**src/rtl/mem_arb_pkg.sv**
```systemverilog
// +--------------------------------------------------------------------+
// | mem_arb_pkg : shared state and requester encodings for the arbiter |
// | Revision 1.0                                                       |
// +--------------------------------------------------------------------+
`default_nettype none

package mem_arb_pkg;

  typedef enum logic [1:0] {
    IDLE   = 2'd0,
    BUSY_I = 2'd1,
    BUSY_D = 2'd2,
    RESP   = 2'd3
  } arb_state_t;

  localparam logic REQ_I = 1'b0;
  localparam logic REQ_D = 1'b1;

endpackage

`default_nettype wire

```
**src/rtl/starve_counter.sv**
```systemverilog
// +--------------------------------------------------------------------+
// | starve_counter : saturating count of data grants won over fetch    |
// | Revision 1.0                                                       |
// +--------------------------------------------------------------------+
`default_nettype none

module starve_counter #(
  parameter int LIMIT = 4
) (
  input  logic clk,
  input  logic reset,
  input  logic inc,
  input  logic clr,
  output logic at_limit
);

  localparam int CW = (LIMIT < 1) ? 1 : $clog2(LIMIT + 1);
  localparam logic [CW-1:0] LIMIT_C = CW'(LIMIT);

  logic [CW-1:0] count;

  assign at_limit = (count == LIMIT_C);

  // Clear dominates: a grant can never both bump and clear the streak.
  always_ff @(posedge clk or negedge reset) begin
    if (!reset) begin
      count <= '0;
    end else if (clr) begin
      count <= '0;
    end else if (inc && !at_limit) begin
      count <= count + 1'b1;
    end
  end

endmodule

`default_nettype wire

```
**src/rtl/mem_port_arbiter.sv**
```systemverilog
// +--------------------------------------------------------------------+
// | mem_port_arbiter : shares one memory port between fetch and data   |
// | Revision 1.0                                                       |
// +--------------------------------------------------------------------+
`default_nettype none

module mem_port_arbiter
  import mem_arb_pkg::*;
#(
  parameter int AW           = 32,
  parameter int DW           = 32,
  parameter int STARVE_LIMIT = 4
) (
  input  logic          clk,
  input  logic          reset,
  input  logic          if_req,
  input  logic [AW-1:0] if_addr,
  output logic          if_ready,
  output logic [DW-1:0] if_rdata,
  input  logic          dm_req,
  input  logic          dm_we,
  input  logic [AW-1:0] dm_addr,
  input  logic [DW-1:0] dm_wdata,
  output logic          dm_ready,
  output logic [DW-1:0] dm_rdata,
  output logic          stall_if,
  output logic          stall_mem,
  output logic          mem_req,
  output logic          mem_we,
  output logic [AW-1:0] mem_addr,
  output logic [DW-1:0] mem_wdata,
  input  logic          mem_ack,
  input  logic [DW-1:0] mem_rdata
);

  arb_state_t    state;
  arb_state_t    state_nx;
  logic          mem_req_nx;
  logic          mem_we_nx;
  logic [AW-1:0] mem_addr_nx;
  logic [DW-1:0] mem_wdata_nx;
  logic [DW-1:0] if_rdata_nx;
  logic [DW-1:0] dm_rdata_nx;
  logic          if_ready_nx;
  logic          dm_ready_nx;

  logic          grant_valid;
  logic          grant_id;
  logic          at_limit;
  logic          streak_inc;
  logic          streak_clr;

  // Data is older in the pipeline, so it wins unless fetch has been starved long enough.
  always_comb begin
    grant_valid = 1'b0;
    grant_id    = REQ_I;
    if (state == IDLE) begin
      if (dm_req && (!if_req || !at_limit)) begin
        grant_valid = 1'b1;
        grant_id    = REQ_D;
      end else if (if_req) begin
        grant_valid = 1'b1;
        grant_id    = REQ_I;
      end
    end
  end

  assign streak_inc = grant_valid && (grant_id == REQ_D) && if_req;
  assign streak_clr = grant_valid && ((grant_id == REQ_I) || !if_req);

  starve_counter #(
    .LIMIT (STARVE_LIMIT)
  ) u_starve_counter (
    .clk      (clk),
    .reset    (reset),
    .inc      (streak_inc),
    .clr      (streak_clr),
    .at_limit (at_limit)
  );

  always_comb begin
    state_nx     = state;
    mem_req_nx   = mem_req;
    mem_we_nx    = mem_we;
    mem_addr_nx  = mem_addr;
    mem_wdata_nx = mem_wdata;
    if_rdata_nx  = if_rdata;
    dm_rdata_nx  = dm_rdata;
    if_ready_nx  = 1'b0;
    dm_ready_nx  = 1'b0;

    case (state)
      IDLE: begin
        if (grant_valid) begin
          mem_req_nx = 1'b1;
          if (grant_id == REQ_D) begin
            mem_addr_nx  = dm_addr;
            mem_we_nx    = dm_we;
            mem_wdata_nx = dm_wdata;
            state_nx     = BUSY_D;
          end else begin
            mem_addr_nx = if_addr;
            mem_we_nx   = 1'b0;
            state_nx    = BUSY_I;
          end
        end
      end

      BUSY_I: begin
        if (mem_ack) begin
          mem_req_nx  = 1'b0;
          mem_we_nx   = 1'b0;
          if_rdata_nx = mem_rdata;
          if_ready_nx = 1'b1;
          state_nx    = RESP;
        end
      end

      BUSY_D: begin
        if (mem_ack) begin
          mem_req_nx  = 1'b0;
          mem_we_nx   = 1'b0;
          // Stores keep the last load result visible to the pipeline.
          if (!mem_we) begin
            dm_rdata_nx = mem_rdata;
          end
          dm_ready_nx = 1'b1;
          state_nx    = RESP;
        end
      end

      RESP: begin
        state_nx = IDLE;
      end

      default: begin
        state_nx = IDLE;
      end
    endcase
  end

  always_ff @(posedge clk or negedge reset) begin
    if (!reset) begin
      state     <= IDLE;
      mem_req   <= 1'b0;
      mem_we    <= 1'b0;
      mem_addr  <= '0;
      mem_wdata <= '0;
      if_rdata  <= '0;
      dm_rdata  <= '0;
      if_ready  <= 1'b0;
      dm_ready  <= 1'b0;
    end else begin
      state     <= state_nx;
      mem_req   <= mem_req_nx;
      mem_we    <= mem_we_nx;
      mem_addr  <= mem_addr_nx;
      mem_wdata <= mem_wdata_nx;
      if_rdata  <= if_rdata_nx;
      dm_rdata  <= dm_rdata_nx;
      if_ready  <= if_ready_nx;
      dm_ready  <= dm_ready_nx;
    end
  end

  assign stall_if  = if_req & ~if_ready;
  assign stall_mem = dm_req & ~dm_ready;

endmodule

`default_nettype wire

```
**config.mk**
```make
export PLATFORM = sky130hd
export DESIGN_NAME = mem_port_arbiter
export DESIGN_NICKNAME = d
export VERILOG_FILES = /design/src/rtl/mem_arb_pkg.sv /design/src/rtl/starve_counter.sv /design/src/rtl/mem_port_arbiter.sv
export SDC_FILE = /design/constraint.sdc
export NUM_CORES = 1
export LEC_CHECK = 0
export BUFFER_PORTS_ARGS = -buffer_cell sky130_fd_sc_hd__buf_2
export CAP_MARGIN = 30
export CORE_ASPECT_RATIO = 0.6
export CORE_MARGIN = 5
export CORE_UTILIZATION = 35
export CTS_BUF_LIST = sky130_fd_sc_hd__clkbuf_2 sky130_fd_sc_hd__clkbuf_4 sky130_fd_sc_hd__clkbuf_8
export CTS_CLUSTER_DIAMETER = 120
export DETAILED_ROUTE_END_ITERATION = 16
export GPL_TIMING_DRIVEN = 0
export HOLD_SLACK_MARGIN = 0.02
export REMOVE_ABC_BUFFERS = 1
export SLEW_MARGIN = 20
export SYNTH_ARGS = -nofsm -noshare
export SYNTH_HDL_FRONTEND = slang
export SYNTH_SLANG_ARGS = --single-unit
```
**constraint.sdc**
```tcl
create_clock -name clk -period 4.5 [get_ports clk]
set_input_delay 0.45 -clock clk [delete_from_list [all_inputs] [get_ports clk]]
set_output_delay 0.45 -clock clk [all_outputs]
set_load 0.05 [all_outputs]
```
==> impl_metrics.py <==
metrics = {
    "status": {
        "status": "complete, no violations",
    },
    "worst_setup_path": {
        "crit_end": "mem_wdata[31]$_DFFE_PN0P_",
        "rr_endpoint": "mem_wdata[31]$_DFFE_PN0P_",
        "r2r_start": "state[0]$_DFFE_PN0P_",
        "ff2ff_path_depth": 5,
        "arrival_ns": 2.85,
        "worstPathMaxFanout": 36,
        "critPathLaunchType": "flop",
        "crit_path_start": "state[0]$_DFFE_PN0P_",
        "crit_path_end_kind": "flop",
        "crit_type": "flop to flop",
        "required_ns": 4.83,
        "reg2reg_slack_ns": 1.98,
    },
    "synthesis": {
        "yosys_warnings": 0,
        "avgSynthCellArea_sq_um": 13.3,
        "mappedNetlistArea_sq_um": 5830,
        "ys.flop_type": "dfrtp_1",
        "synth-seq-area-share_pct": 58.8,
        "ys_ff_latch": 137,
        "yosysUniqueCellTypes": 33,
        "async_flop_share_pct": 100,
        "synth_edf_count": 0,
        "netlist_instances": 437,
        "yosysMostFrequentCell": "dfrtp_1",
        "yosys.area.top_type_share_pct": 58.8,
        "synth_top_cell_by_area": "dfrtp_1",
        "synth_area_leaders": "dfrtp_1 (59%), mux2_2 (13%), mux2_4 (7.7%)",
        "yosys-top-cells-count": "dfrtp_1 (137), mux2_2 (66), a21oi_1 (35)",
    },
    "floorplanning": {
        "ioPinCount": 268,
        "die_w_um": 177,
        "core_sq_um": 16300,
        "start_util_pct": 35.8,
        "die_height_um": 110,
        "die-area_sq_um": 19400,
        "fp-row-count": 36,
    },
    "sta": {
        "clock_skew_ns": 0.0142,
        "final_hold_viol_count": 0,
        "setup_viol": 0,
        "fmax_mhz": 397,
        "setup_tns_ns": 0,
        "max-slew-margin-rel_pct": 48.8,
        "fin_crit_sh_pct": 56.0,
        "worstMarginPinSlew_ns": 0.767,
        "rsz0062_at_grt": "no",
        "slew_violations": 0,
        "post-route-min-period_ns": 2.52,
    },
    "clock_network": {
        "clockBufferDepth": 2,
        "cts_resized": 0,
        "tritoncts": "built",
        "path_clk_slew_ns": 0.09,
        "cts_root_buf": "clkbuf_8",
        "clkSinkCount": 137,
        "insertion_delay_ns": 0.43,
        "cts_inserted_buffers": 17,
        "cts_max_level": 4,
    },
    "detailed_routing": {
        "wl_per_cell_um": 17.5,
        "antenna_left": 0,
        "drc": 0,
        "vias": 4526,
        "drt_iter0_drc": 224,
        "drt-vias-per-instance": 4.83,
        "drt-total-wl_um": 16500,
        "firstDrtPassIters": 4,
    },
    "place": {
        "dp.cells": 904,
        "dp_hpwl_um": 11900,
        "port_buffers": 267,
        "gp_congestion": 0.769,
    },
    "grt": {
        "grt_pass1_wl_um": 25300,
        "grt_pass1_vias": 4830,
        "overflow": 0,
        "grt_use_total_pct": 16.7,
        "antenna_found_initial": 4,
        "grt_max_degree": 91,
    },
    "layout": {
        "ff_latch_area_sq_um": 3430,
        "fill_cells": 1521,
        "final_util_pct": 47.7,
        "fin_nets": 836,
        "multiInputGateArea_sq_um": 2180,
        "drive_gt1_share_pct": 57.8,
        "layout.cells.non_filler": 938,
        "area_growth_pct": 33.5,
    },
    "job": {
        "cap_violations": 0,
    },
    "min_path": {
        "hold_class": "input port to flop",
    },
}
## state kept, by name, summed over array words and instances (netlist names)
signal                  flops
mem_wdata                  32
mem_addr                   32
dm_rdata                   32
mem_we                      1
state                       2
if_ready                    1
if_rdata                   32
dm_ready                    1
u_starve_counter.count      3
mem_req                     1
## worst min path at each step
stage,start,endpoint,slack (ns),cells past startpoint
floorplan,reset,dm_rdata[0]$_DFFE_PN0P_,0.15,0
global placement,dm_rdata[12]$_DFFE_PN0P_,dm_rdata[12]$_DFFE_PN0P_,0.47,1
detailed placement,reset,if_rdata[25]$_DFFE_PN0P_,0.38,1
CTS,dm_wdata[14],mem_wdata[14]$_DFFE_PN0P_,0.20,2
global route,dm_wdata[14],mem_wdata[14]$_DFFE_PN0P_,0.20,2
finish,dm_wdata[3],mem_wdata[3]$_DFFE_PN0P_,0.24,2
## layout make-up
cell class                      instances  area share [%]
Sequential cell                       137            44.1
Inverter                                6           0.289
Tap cell                              228            3.67
Clock inverter                         13            2.04
Multi-Input combinational cell        262            28.0
Clock buffer                           19            3.28
Antenna cell                            1          0.0322
Timing Repair Buffer                  272            18.6
## logic make-up (layout without fill, tap and decap cells)
kind of cell / after synthesis / in the layout / synth area share [%]
other cells: 0 / 1 / 0
simple gates: 49 / 49 / 4.16
buf+inv: 38 / 310 / 4.25
fa+ha+maj: 6 / 6 / 1.29
mux: 100 / 100 / 21.2
flops: 137 / 137 / 58.8
compound gates: 107 / 107 / 10.3
## metal layers
layer  track usage, %  up-vias  wire (um)
met2             26.4      206       7520
li1                 -     2073          -
met5                0        -         28
met4             5.02        6        215
met3             7.91       21       1700
met1             20.5     2220       7000
## worst max-delay path: stages (launching register included)
cell,delay [ns]
dfrtp_1,0.41
inv_1,0.11
ha_1,0.44
nand2_4,0.34
nor2_8,0.69
mux2_2,0.41
## timing repair
action / in CTS / in global routing
hold endpoints to repair: 47 / 0
setup endpoints to repair: 0 / 0
hold buffers: 1 / 0
buffers inserted: 0 / 0
## placed cells by master (no fill, tap or decap), drive strengths merged, types with 6 or more instances in the layout
master / n
mux2: 97
dfrtp: 137
a21oi: 35
o21ai: 33
inv: 12
clkbuf: 19
nor2: 35
ha: 6
buf: 271
a31oi: 32
## metrics by stage
stage / area, sq um / setup slack, ns / hold slack (ns)
final: 7780 / 1.98 / 0.238
after global routing: 7780 / 1.83 / 0.196
after CTS: 7780 / 1.97 / 0.201
after detailed placement: 7360 / 1.96 / 0.376
after global placement: 7230 / 1.17 / 0.471
after floorplan: 5610 / 2.44 / 0.154
Power is left out: the tool's default activity adds up to more than one toggle a clock period on the data nets, which glitch-free logic cannot reach.
